--- src/rtl/tag_resolver.sv ---
// Resolves a captured row of CAM match flags into a stream of row addresses, lowest index first,
// with a valid/ready handshake, an optional first-match-only mode and an abort.
module tag_resolver #(
  parameter int DATA_DEPTH     = 16,
  parameter int ADDR_WIDTH_CAM = 8
) (
  input  logic                      clk,
  input  logic                      rstIn,
  input  logic [DATA_DEPTH-1:0]     tag_row,
  input  logic                      start,
  input  logic                      first_only,
  input  logic                      abort,
  output logic [ADDR_WIDTH_CAM-1:0] out_addr,
  output logic                      out_valid,
  input  logic                      out_ready,
  output logic                      busy,
  output logic                      done,
  output logic                      no_match,
  output logic [ADDR_WIDTH_CAM:0]   match_cnt
);

  localparam int CNT_W = ADDR_WIDTH_CAM + 1;

  localparam logic [1:0] ST_IDLE = 2'd0;
  localparam logic [1:0] ST_SCAN = 2'd1;
  localparam logic [1:0] ST_DONE = 2'd2;

  logic [1:0]            state_q, state_d;
  logic [DATA_DEPTH-1:0] tag_buf_q, tag_buf_d;
  logic                  first_only_q, first_only_d;
  logic [CNT_W-1:0]      match_cnt_q, match_cnt_d;
  logic                  no_match_q, no_match_d;

  logic                  handshake;
  logic [DATA_DEPTH-1:0] tag_buf_dropped;

  assign out_valid = (state_q == ST_SCAN) && (tag_buf_q != '0);
  assign busy      = (state_q == ST_SCAN);
  assign done      = (state_q == ST_DONE);
  assign no_match  = no_match_q;
  assign match_cnt = match_cnt_q;
  assign handshake = out_valid && out_ready;

  // x & (x-1) drops exactly the lowest set bit, i.e. the address being accepted.
  assign tag_buf_dropped = tag_buf_q & (tag_buf_q - DATA_DEPTH'(1));

  always_comb begin
    out_addr = '0;
    for (int i = DATA_DEPTH - 1; i >= 0; i--) begin
      if (tag_buf_q[i]) out_addr = ADDR_WIDTH_CAM'(i);
    end
    if (!out_valid) out_addr = '0;
  end

  always_comb begin
    state_d      = state_q;
    tag_buf_d    = tag_buf_q;
    first_only_d = first_only_q;
    match_cnt_d  = match_cnt_q;
    no_match_d   = no_match_q;
    case (state_q)
      ST_IDLE: begin
        if (start) begin
          tag_buf_d    = tag_row;
          first_only_d = first_only;
          match_cnt_d  = '0;
          no_match_d   = 1'b0;
          state_d      = ST_SCAN;
        end
      end
      ST_SCAN: begin
        if (abort) begin
          tag_buf_d = '0;
          state_d   = ST_IDLE;
        end else begin
          if (handshake) begin
            tag_buf_d   = tag_buf_dropped;
            match_cnt_d = match_cnt_q + CNT_W'(1);
          end
          // Leftover bits in first-only mode are discarded so the buffer is empty outside SCAN.
          if ((tag_buf_d == '0) || (handshake && first_only_q)) begin
            tag_buf_d  = '0;
            no_match_d = (match_cnt_d == '0);
            state_d    = ST_DONE;
          end
        end
      end
      ST_DONE: state_d = ST_IDLE;
      default: state_d = ST_IDLE;
    endcase
  end

  always_ff @(posedge clk or negedge rstIn) begin
    if (!rstIn) begin
      state_q      <= ST_IDLE;
      tag_buf_q    <= '0;
      first_only_q <= 1'b0;
      match_cnt_q  <= '0;
      no_match_q   <= 1'b0;
    end else begin
      state_q      <= state_d;
      tag_buf_q    <= tag_buf_d;
      first_only_q <= first_only_d;
      match_cnt_q  <= match_cnt_d;
      no_match_q   <= no_match_d;
    end
  end

endmodule

--- config.mk ---
export PLATFORM = sky130hd
export DESIGN_NAME = tag_resolver
export DESIGN_NICKNAME = d
export VERILOG_FILES = /design/src/rtl/tag_resolver.sv
export SDC_FILE = /design/constraint.sdc
export NUM_CORES = 1
export LEC_CHECK = 0
export CAP_MARGIN = 20
export CELL_PAD_IN_SITES_DETAIL_PLACEMENT = 1
export CELL_PAD_IN_SITES_GLOBAL_PLACEMENT = 1
export CORE_AREA = 4 4 95 97
export CTS_CLUSTER_SIZE = 30
export DETAILED_ROUTE_END_ITERATION = 6
export DIE_AREA = 0 0 99 101
export GPL_ROUTABILITY_DRIVEN = 0
export GPL_TIMING_DRIVEN = 0
export PLACE_DENSITY_LB_ADDON = 0.1
export SLEW_MARGIN = 20
export SYNTH_ARGS = -nofsm -noshare
export SYNTH_HDL_FRONTEND = slang
export SYNTH_SLANG_ARGS = --single-unit
--- constraint.sdc ---
create_clock -name clk -period 3.2 [get_ports clk]
set_input_delay 0.64 -clock clk [delete_from_list [all_inputs] [get_ports clk]]
set_output_delay 0.64 -clock clk [all_outputs]
set_load 0.005 [all_outputs]
# [Word-level counts from Yosys, hierarchy flattened]
# Index checks and enable logic that the tools add are counted.
[word_totals] elab_cells=66 latchBits=0 mem_bits_rw=0 romBits=0 ff_bits=29 output_inout_bits=21 inputBits=22 n_memories=0
[op_classes] mux=38 magnitude_cmp=0 div_mod_pow=0 n_bitwise=1 shifts=0 n_eq_ne=6 add_sub_neg=2 reduce_logical=14 n_mul=0
[op_table] op="$mux W8" count=15
[op_table] op="$mux W16" count=6
[op_table] op="$mux W9" count=5
[op_table] op="$pmux W16 S2" count=1
[op_table] op="$pmux W9 S2" count=1
[op_table] op="$and A16 B16 Y16" count=1
[op_table] op="$logic_not A16 Y1" count=1
[op_table] op="$reduce_bool A16 Y1" count=1
[op_table] op="$sub A16 B1 Y16 const B" count=1
[op_table] op="$add A9 B1 Y9 const B" count=1
[op_table] op="$logic_not A9 Y1" count=1
[op_table] op="$mux W4" count=2
[op_table] op="$mux W2" count=3
[op_table] op="$reduce_and A2 Y1" count=3
[op_table] op="$ne A2 B2 Y1 const B" count=2
[op_table] op="$pmux W2 S2" count=1
[op_table] op="$reduce_and A4 Y1" count=1
[op_table] op="$logic_and A1 B1 Y1" count=3
[op_table] op="$mux W1" count=3
[op_table] op="$ne A3 B2 Y1 const B" count=1
[op_table] op="$reduce_and A3 Y1" count=1
[op_table] op="$eq A2 B1 Y1 const B" count=1
[op_table] op="$eq A2 B2 Y1 const B" count=1
[op_table] op="$logic_not A2 Y1" count=1
[op_table] op="4 further kinds" count=4

# [Depth between registers and ports, before layout]
# Gate-level depths: netlist (run 1).
[depth] word_depth=17 depth_mapped=9 ltp_nobuf=8

# [Worst setup path after synthesis (run 1)]
# No wires, ideal clock.
[synth_timing] kind="register to register" startpoint="register tag_buf_q[3]" endpoint="register no_match_q (netlist: no_match)" t_arrival_ns=2.488 slack_ns=0.587 setup_ns=0.125 period_less_slack_ns=2.613 path_buffers=1 path_stages_with_launch=9 required_time_ns=3.075 path_cell_list="dfrtp_1 or4_1 buf_2 or4_1 a21oi_1 nand4_1 o31ai_4 a21oi_2 mux2_4"
[synth_via] elab_chain_len=10
[synth_rtl] element="start, declared" line_no="29" text="logic [DATA_DEPTH-1:0] tag_buf_q, tag_buf_d;"
[synth_rtl] element="start signal, assigned" line_no="102" text="tag_buf_q <= tag_buf_d;"
[synth_rtl] element="parallel branches: the longest is 10 deep, another holds $sub A16 B1 Y16"
[synth_rtl] element="end signal, assigned" line_no="105" text="no_match_q <= no_match_d;"
[synth_rtl] element="end, declared" line_no="32" text="logic no_match_q, no_match_d;"
# Parallel ways; which one is timed is not known. The select of a mux whose other input is x is not followed.
# A chain may end at the register's enable or synchronous reset.

# [Worst setup path after layout (run 1)]
[layout_timing] startpoint="register tag_buf_q[4]" endpoint="output port out_addr[1]"
[layout_via] elab_chain_len=6
[layout_rtl] element="$mux W8 (5 in a row)" line_no="50" text="if (tag_buf_q[i]) out_addr = ADDR_WIDTH_CAM'(i);"
[layout_rtl] element="$mux W8 *" line_no="52" text="if (!out_valid) out_addr = '0;"
[layout_rtl] element="end, declared" line_no="13" text="output logic [ADDR_WIDTH_CAM-1:0] out_addr,"
# Every way passes the cells marked *; elsewhere a longest branch is shown, timed or not.

==> impl_metrics.csv, run 1 <==
group,metric,value,unit
worst_setup_path,required,2.56,ns
sta,finalSetupViolCount,0,
floorplan,die_area,9999,um2
floorplan,die_w,99,um
place,post-place-ws,-0.4316,ns
place,numPortBuffers,38,
place,hpwl,5.378,mm
grt,grt_pass1_vias,2155,
worst_setup_path,startpoint_type,"flop",
synth,synth_edf_count,0,
sta,period_needed,3.110,ns
sta,hold_viol,0,
worst_setup_path,crit_chain,"buf_2 > or4_4 > nor4_4 > nor2_2 > o311a_1 > clkdlybuf4s50_1",
floorplan,dieHeight,101,um
finish,nNetsFinal,311,
worst_hold_path,hold_class,"in -> async",
detailed_routing,viasPerCell,5.244,
synth,yosysWarnings,0,
synth,synth.yosys.seq_area_share,36.55,%
grt,grt_antenna_before_repair,0,
worst_setup_path,rr_worst_depth,11,
grt,grt_pass1_wl,12.03,mm
clock_tree,root_buffer,"clkbuf_8",
synth,yosys.area.top_type_share,36.55,%
status,status,"complete, no violations",
sta,tns,0,ns
sta,tightestPinTransition,0.7470,ns
detailed_routing,route.detailed.drc,0,
detailed_routing,wl_per_cell,18.80,um
sta,slew_viol_final,0,
grt,grtUsageTotal,15.31,%
finish,diodes,0,
worst_setup_path,endpoint_kind,"primary output",
clock_tree,cts_tree,"yes",
worst_setup_path,slowest_stage,"or4_4",
detailed_routing,vias,2066,
synth,ys_ff_latch,29,
floorplan,row_count,33,
worst_setup_path,regToRegStartpoint,"tag_buf_q[4]",
flow_run,maxCapViolCount,0,
clock_tree,cts_num_sinks,29,
power_and_ir_drop,p_per_area,779.2,nW/um2
worst_setup_path,cpPeakStageDelay,0.56,ns
clock_tree,cts_hold_buf,0,
synth,syn_avg_cell_area,8.486,um2
worst_setup_path,path_max_fanout,9,
sta,finalWorstSetupSlack,0.09027,ns
detailed_routing,drtIter0Drc,106,
clock_tree,clkTransAtPathRegs,0.07,ns
detailed_routing,final_antenna_net_count,0,
synth,synth_cells,234,
clock_tree,cts_buffers,5,
synth,yosys.area.top_type,"dfrtp_1",
power_and_ir_drop,power_leakage,1.074,nW
clock_tree,htreeDepth,2,
grt,overflow,0,
worst_setup_path,startpoint,"tag_buf_q[4]",
floorplan,io_pins,43,
worst_setup_path,critical_path_class,"reg -> out",
synth,mappedNetlistArea,1986,um2
finish,drive_gt1_share,13.15,%
finish,mostFrequentLayoutCells,"clkdlybuf4s50_1 (36), dfrtp_1 (26), nand2_1 (23)",
sta,max_freq,0.3216,GHz
synth,synthDistinctLibCells,54,
sta,final.period_utilization,97.18,%
power_and_ir_drop,irDropWorstVdd,0.1692,mV
detailed_routing,first_pass_iters,4,
finish,mostFrequentLayoutCell,"clkdlybuf4s50_1",
floorplan,core,8134,um2
finish,syn_to_final_growth,34.85,%
floorplan,start_util,24.41,%
sta,fin_skew,0.005838,ns
clock_tree,clock_latency,0.28,ns
synth,synth-main-ff-cell,"dfrtp_1",
sta,whs,0.2523,ns
grt,grt_max_degree,19,
worst_setup_path,cp.arrival,2.47,ns
clock_tree,clockBufferDepth,2,
sta,slew_headroom,50.02,%
synth,async_reset_ff_share,100.0,%
synth,synthTopCellsByArea,"dfrtp_1 (37%), o21ai_0 (5.3%), nand2_1 (4.3%), nor2_1 (3.6%), a22oi_1 (2.3%)",
detailed_routing,wl,7.408,mm
-- repair_timing --
action	CTS	global route
buffers inserted	1	5
setup endpoints to repair	16	19
resized for setup	2	9
pin swaps	1	4
-- per-layer routing --
| layer | part of all wire [%] | GRT usage [%] | vias to the layer above |
|---|---|---|---|
| li1 | - | - | 983 |
| met1 | 48 | 20.72 | 1029 |
| met2 | 47 | 24.85 | 41 |
| met3 | 2.8 | 2.630 | 13 |
| met4 | 2.1 | 4.832 | 0 |
| met5 | 0 | 0 | - |
-- final cells by class --
| type | count | area [um2] |
|---|---|---|
| buffer | 15 | 83.83 |
| clock buffer | 8 | 80.08 |
| fill | 975 | 5456 |
| inverter | 7 | 26.28 |
| multi-input combinational | 185 | 1176 |
| sequential | 29 | 729.5 |
| tap | 105 | 131.4 |
| timing repair buffer | 45 | 450.4 |
-- cells by family (layout without fill, tap and decap cells) --
group	after synthesis	after routing	synth area share [%]
AOI/OAI and AO/OA	78	78	26.97
xor gates and xnor gates	3	3	1.323
adders and majority gates	1	1	0.6300
buffers and inverters	23	75	5.671
DFF	29	29	36.55
muxes	5	5	2.772
other	1	4	0.1889
and+or+nand+nor	94	94	25.90
-- metrics by stage --
stage / cell area (um2) / power, W / std cells / utilization [%]
finish: 2678 / 0.002086 / 394 / 32.92
global route: 2678 / 0.002258 / 394 / 32.92
CTS: 2621 / 0.002056 / 389 / 32.23
detailed placement: 2531 / 0.001729 / 381 / 31.12
global placement: 2509 / 0.001725 / 380 / 30.84
floorplan: 1997 / 0.001312 / 237 / -
-- worst paths after layout --
| check | end | slack (ns) |
|---|---|---|
| min in group clk | first_only_q | 0.49 |
| worst min register to register | first_only_q | 0.49 |
| worst max-delay path | out_addr[1] | 0.09 |
| max in group asynchronous | tag_buf_q[3] | 2.52 |
| worst min-delay path | tag_buf_q[14] | 0.25 |
| worst max register to register | tag_buf_q[13] | 0.18 |
-- flip-flops by register name, summed over array words and instances, names as in the netlist --
| name | flops |
|---|---|
| tag_buf_q | 16 |
| match_cnt | 9 |
| state_q | 2 |
| first_only_q | 1 |
| no_match | 1 |
-- where the power goes --
part	internal (W)	switching, W	total [W]	leakage (nW)
registers	0.000478	0.000158	0.000635	0.378
clock network	0.000154	0.000146	0.000301	0.0395
logic	0.000483	0.000667	0.00115	0.656
total	0.00112	0.000971	0.00209	1.07
-- cell usage after synthesis, types with 5 or more instances --
cell      count
dfrtp_1      29
nand2_1      23
o21ai_0      21
nor2_1       19
a21oi_1       8
clkbuf_1      8
nand3_1       8
nor3_1        7
a22oi_1       6
and3_1        6
inv_1         6
o31ai_1       6
a22o_1        5
nor4_1        5
o21ai_1       5
-- critical path, delay by kind of cell, from the launching register on --
family                 cells  cell delay [ns]
and+or+nand+nor            3             1.04
buffers and inverters      2             0.63
DFF                        1             0.35
AOI/OAI and AO/OA          1             0.16
Note: power is estimated with default switching activity, not from simulation.
==> run 2: changes to the inputs <==
--- a/config.mk
+++ b/config.mk
@@ -8,10 +8,11 @@
 export CAP_MARGIN = 20
 export CELL_PAD_IN_SITES_DETAIL_PLACEMENT = 1
 export CELL_PAD_IN_SITES_GLOBAL_PLACEMENT = 1
-export CORE_AREA = 4 4 95 97
+export CORE_AREA = 10 10 101 103
+export CTS_CLUSTER_DIAMETER = 200
 export CTS_CLUSTER_SIZE = 30
 export DETAILED_ROUTE_END_ITERATION = 6
-export DIE_AREA = 0 0 99 101
+export DIE_AREA = 0 0 111 113
 export GPL_ROUTABILITY_DRIVEN = 0
 export GPL_TIMING_DRIVEN = 0
 export PLACE_DENSITY_LB_ADDON = 0.1
==> run 2 against run 1 <==
- fmax rose by 1.5%
- critical path depth rose by 3
- cell area rose by 0.42%
- global-route usage decreased by 3.2 points
- non-clock buffer count shrank 1
- flip-flop and latch count is the same
- routed wire length rose by 4.5%
- first-iteration DRC count fell by 58%
- via count shrank 2.2%
- power increased by 0.56%
- sequential power about the same
- worst hold slack worse by 0.0052 ns
- critical endpoint is now tag_buf_q[3]
==> impl_metrics.csv, run 2 (synthesized netlist as in run 1, its figures left out) <==
group,metric,value,unit
sta,finalSetupViolCount,0,
grt,grtUsageTotal,12.08,%
worst_setup_path,regToRegStartpoint,"tag_buf_q[10]",
grt,grt_pass1_vias,2244,
sta,period_needed,3.065,ns
finish,nNetsFinal,310,
detailed_routing,route.detailed.drc,0,
finish,largest-register,"tag_buf_q",
floorplan,start_util,24.41,%
finish,mostFrequentLayoutCell,"clkdlybuf4s50_1",
clock_tree,clock_latency,0.29,ns
power_and_ir_drop,power_leakage,1.088,nW
detailed_routing,first_pass_iters,4,
worst_hold_path,hold_class,"in -> async",
sta,slew_viol_final,0,
clock_tree,cts_tree,"yes",
place,hpwl,5.650,mm
detailed_routing,wl_per_cell,19.70,um
detailed_routing,drtIter0Drc,44,
grt,grt_max_degree,19,
worst_setup_path,endpoint_kind,"flop",
floorplan,die_w,111,um
power_and_ir_drop,power,0.002098,W
worst_setup_path,rr_worst_depth,8,
grt,overflow,0,
worst_setup_path,startpoint_type,"input pin",
worst_setup_path,cp.arrival,3.23,ns
floorplan,core,8134,um2
sta,max_freq,0.3262,GHz
sta,hold_viol,0,
sta,tightestPinTransition,0.7300,ns
worst_setup_path,required,3.36,ns
finish,fillers,950,
worst_setup_path,r2r-end,"tag_buf_q[3]",
power_and_ir_drop,p_switching,0.0009850,W
finish,largest_reg_flops,16,
finish,diodes,0,
power_and_ir_drop,irDropWorstVdd,0.1709,mV
sta,fin_skew,0.005468,ns
power_and_ir_drop,p_seq_share,30.4,%
floorplan,dieHeight,113,um
sta,tns,0,ns
flow_run,maxCapViolCount,0,
finish,drive_gt1_share,13.89,%
finish,final_cells,393,
floorplan,row_count,33,
power_and_ir_drop,p_per_area,780.2,nW/um2
sta,slew_headroom,51.15,%
detailed_routing,final_antenna_net_count,0,
finish,mostFrequentLayoutCells,"clkdlybuf4s50_1 (35), dfrtp_1 (25), nand2_1 (23)",
clock_tree,htreeDepth,2,
power_and_ir_drop,p_int,0.001113,W
place,dp.cells,381,
floorplan,io_pins,43,
clock_tree,root_buffer,"clkbuf_8",
status,status,"complete, no violations",
detailed_routing,viasPerCell,5.140,
detailed_routing,vias,2020,
clock_tree,clockBufferDepth,2,
power_and_ir_drop,p_sw_share,46.95,%
clock_tree,cts_buffers,5,
sta,final.period_utilization,95.79,%
finish,syn_to_final_growth,35.41,%
worst_setup_path,path_max_fanout,10,
power_and_ir_drop,p_clk_share,14.5,%
worst_setup_path,r2r_setup_slack,0.17,ns
place,numPortBuffers,38,
worst_setup_path,critical_path_class,"in -> reg",
clock_tree,cts_num_sinks,29,
power_and_ir_drop,share_comb_of_total_power,55.0,%
grt,grt_antenna_before_repair,0,
floorplan,die_area,12540,um2
detailed_routing,wl,7.744,mm
grt,grt_pass1_wl,12.30,mm
finish,multiInputGateArea,1189,um2
clock_tree,clkTransAtPathRegs,0.07,ns
finish,register_area,730.7,um2
## run 2: metal layers
layer	track usage [%]	wire [um]	part of all wire [%]	vias up
met5	0	0	0	-
met4	3.993	80	1.0	0
met3	3.170	324	4.2	8
met2	20.44	3867	50	35
met1	14.52	3472	45	998
li1	-	-	-	979
## run 2: repair_timing
action,in CTS,in global routing
pin swaps,1,3
setup endpoints to repair,14,18
buffers inserted,1,4
hold endpoints to repair,0,0
resized for setup,5,11
hold buffers,0,0
## run 2: cell type report
| cell class | instances | share of cell area (%) |
|---|---|---|
| Sequential cell | 29 | 27.18 |
| Inverter | 7 | 0.9772 |
| Tap cell | 105 | 4.886 |
| Buffer | 15 | 3.211 |
| Timing Repair Buffer | 44 | 16.57 |
| Clock buffer | 8 | 2.978 |
| Multi-Input combinational cell | 185 | 44.21 |
## run 2: worst max-delay path by stage
| stage | from | end | slack, ns | cells past startpoint |
|---|---|---|---|---|
| 5_1_grt | out_ready | tag_buf_q[13] | -0.008 | 10 |
| 2_1_floorplan | tag_buf_q[3] | no_match | 0.59 | 8 |
| 4_1_cts | tag_buf_q[4] | out_addr[1] | 0.007 | 6 |
| 6_report | out_ready | tag_buf_q[3] | 0.13 | 9 |
| 3_3_place_gp | out_ready | tag_buf_q[13] | -0.44 | 10 |
| 3_5_place_dp | out_ready | tag_buf_q[13] | -0.42 | 10 |
## run 2: worst max-delay path: stages
cell and delay [ns]:
clkdlybuf4s50_1 0.53, or4bb_1 0.44, o41ai_2 0.32, and3_1 0.22, nand4_1 0.16, o31ai_4 0.42
or2_1 0.21, buf_6 0.18, o22ai_1 0.09
## run 2: stage by stage
stage | cell area (um2) | utilization, % | hold slack, ns | worst slack, ns
after floorplan | 1997 | - | 0.3444 | 0.5873
after global placement | 2509 | 30.84 | 0.4850 | -0.4431
after detailed placement | 2531 | 31.12 | 0.4927 | -0.4153
after CTS | 2639 | 32.44 | 0.2545 | 0.006726
after global routing | 2689 | 33.06 | 0.2643 | -0.007907
final | 2689 | 33.06 | 0.2470 | 0.1348
## run 2: power by group through the flow
| stage | clock (W) | combinational, W | sequential (W) |
|---|---|---|---|
| 2_1_floorplan | 0 | 0.000725 | 0.000587 |
| 3_3_place_gp | 0 | 0.00110 | 0.000633 |
| 3_5_place_dp | 0 | 0.00110 | 0.000636 |
| 4_1_cts | 0.000317 | 0.00113 | 0.000631 |
| 5_1_grt | 0.000335 | 0.00128 | 0.000663 |
| 6_report | 0.000305 | 0.00115 | 0.000638 |
==> run 3: changes to the inputs <==
--- a/config.mk
+++ b/config.mk
@@ -8,13 +8,14 @@
 export CAP_MARGIN = 20
 export CELL_PAD_IN_SITES_DETAIL_PLACEMENT = 1
 export CELL_PAD_IN_SITES_GLOBAL_PLACEMENT = 1
-export CORE_AREA = 10 10 101 103
+export CORE_AREA = 10 10 84 123
 export CTS_CLUSTER_DIAMETER = 200
 export CTS_CLUSTER_SIZE = 30
 export DETAILED_ROUTE_END_ITERATION = 6
-export DIE_AREA = 0 0 111 113
+export DIE_AREA = 0 0 94 133
 export GPL_ROUTABILITY_DRIVEN = 0
 export GPL_TIMING_DRIVEN = 0
+export HOLD_SLACK_MARGIN = 0.1
 export PLACE_DENSITY_LB_ADDON = 0.1
 export SLEW_MARGIN = 20
 export SYNTH_ARGS = -nofsm -noshare
==> run 3 against run 2 <==
- worst hold slack improved by 0.018 ns
- largest cell class unchanged
- final cell count up 0.76%
- first-iteration DRC count grew to 2.5 times the previous value
- critical path type is now reg -> out
- global-route usage is 1.0 points higher
- utilization is 0.48 points higher
==> impl_metrics.csv, run 3 (synthesized netlist as in run 1, its figures left out) <==
group,metric,value,unit
worst_setup_path,path_max_fanout,6,
floorplan,row_count,41,
worst_setup_path,critical_path_class,"reg -> out",
worst_setup_path,r2r-end,"no_match",
grt,grt_max_degree,20,
floorplan,start_util,24.19,%
sta,period_needed,3.141,ns
finish,finalInstanceArea,2753,um2
finish,mostFrequentLayoutCells,"clkdlybuf4s50_1 (36), dfrtp_1 (26), nand2_1 (23)",
power_and_ir_drop,irDropWorstVdd,0.3210,mV
worst_setup_path,cpPeakStageDelay,0.54,ns
status,status,"complete, no violations",
finish,fillers,987,
detailed_routing,route.detailed.drc,0,
detailed_routing,wl,7.995,mm
worst_setup_path,regToRegStartpoint,"tag_buf_q[3]",
detailed_routing,first_pass_iters,4,
worst_setup_path,cp.arrival,2.50,ns
sta,final.period_utilization,98.17,%
clock_tree,htreeDepth,2,
power_and_ir_drop,p_per_area,824.3,nW/um2
worst_setup_path,r2r_setup_slack,0.20,ns
worst_setup_path,cp.buffers_inverters,2,
place,hpwl,6.012,mm
sta,slew_viol_final,0,
detailed_routing,wl_per_cell,20.19,um
sta,finalSetupViolCount,0,
detailed_routing,drtIter0Drc,111,
clock_tree,clkTransAtPathRegs,0.05,ns
finish,drive_gt1_share,14.19,%
power_and_ir_drop,power,0.002269,W
grt,grtUsageTotal,13.10,%
worst_setup_path,rr_worst_depth,9,
sta,fin_skew,0.004477,ns
sta,max_freq,0.3183,GHz
sta,finalWorstSetupSlack,0.05857,ns
floorplan,io_pins,43,
clock_tree,cts_num_sinks,29,
clock_tree,clock_latency,0.28,ns
worst_setup_path,slowest_stage,"or4_1",
detailed_routing,viasPerCell,5.202,
finish,final_cells,396,
place,numPortBuffers,38,
grt,grt_pass1_wl,12.63,mm
worst_setup_path,endpoint_kind,"primary output",
worst_setup_path,required,2.56,ns
detailed_routing,final_antenna_net_count,0,
worst_setup_path,critical_path.top_delay_family,"simple AND/OR/NAND/NOR gates",
flow_run,maxCapViolCount,0,
grt,grt_antenna_before_repair,0,
worst_setup_path,crit_chain,"or4_1 > buf_2 > nor4_4 > nor2_2 > o311a_1 > clkdlybuf4s50_1",
clock_tree,cts_tree,"yes",
clock_tree,cts_buffers,5,
detailed_routing,vias,2060,
floorplan,die_w,94,um
worst_setup_path,startpoint_type,"flop",
worst_hold_path,hold_class,"in -> async",
power_and_ir_drop,power_leakage,1.106,nW
clock_tree,clockBufferDepth,2,
floorplan,die_area,12500,um2
grt,grt_pass1_vias,2239,
finish,mostFrequentLayoutCell,"clkdlybuf4s50_1",
sta,hold_viol,0,
finish,diodes,0,
finish,final_util,33.54,%
sta,tightestPinTransition,0.7284,ns
place,placed_area,2534,um2
floorplan,core,8208,um2
finish,nNetsFinal,311,
clock_tree,root_buffer,"clkbuf_16",
finish,largest-register,"tag_buf_q",
finish,largest_reg_flops,16,
sta,slew_headroom,51.44,%
place,dp.cells,383,
finish,syn_to_final_growth,38.63,%
place,post-place-ws,-0.5003,ns
grt,overflow,0,
sta,rsz0062_at_grt,"true",
floorplan,dieHeight,133,um
## run 3: changes by cell type in the layout (fill, tap and decap cells not counted), sizes merged
cell           change
buf                +3
clkbuf             -2
clkdlybuf4s50      +1
dlymetal6s2s       -1
## run 3: layout make-up
cell class / instances / area [um2] / area share, %
plain buffers: 14 / 80.08 / 2.909
flip-flops and latches: 29 / 729.5 / 26.50
well taps: 107 / 133.9 / 4.864
repair buffers: 46 / 457.9 / 16.64
clock buffers: 8 / 136.4 / 4.955
multi-input cells: 185 / 1189 / 43.18
inverters: 7 / 26.28 / 0.9545
## run 3: worst max path at each step
stage | start | endpoint | slack [ns] | cells past startpoint
2_1_floorplan | tag_buf_q[3] | no_match | 0.59 | 8
3_3_place_gp | out_ready | tag_buf_q[12] | -0.52 | 10
3_5_place_dp | out_ready | tag_buf_q[3] | -0.50 | 10
4_1_cts | tag_buf_q[4] | out_addr[1] | 0.004 | 6
5_1_grt | tag_buf_q[4] | out_addr[1] | -0.004 | 6
6_report | tag_buf_q[3] | out_addr[1] | 0.06 | 6
## run 3: power by group
part	leakage (nW)	total, W	internal [W]	switching, W
clock	0.0652	0.000452	0.000289	0.000163
sequential	0.378	0.000664	0.000478	0.000186
combinational	0.662	0.00115	0.000489	0.000664
total	1.11	0.00227	0.00126	0.00101
## run 3: routing by layer
metal	GRT usage, %	share of wire, %
met1	13.43	38
met2	24.83	57
met3	2.888	3.2
met4	4.322	1.5
met5	0	0
## run 3: stage by stage
stage	hold WS (ns)	setup TNS [ns]
after floorplan	0.3444	0
after global placement	0.5043	-7.555
after detailed placement	0.4954	-7.077
after CTS	0.2667	0
after global routing	0.2748	-0.003702
final	0.2649	0
## run 3: timing repair
action | 4_1_cts | 5_1_grt
gates resized for setup | 6 | 6
pin swaps | 1 | 4
hold buffers | 0 | 0
setup buffers | 1 | 6
setup endpoints to repair | 19 | 18
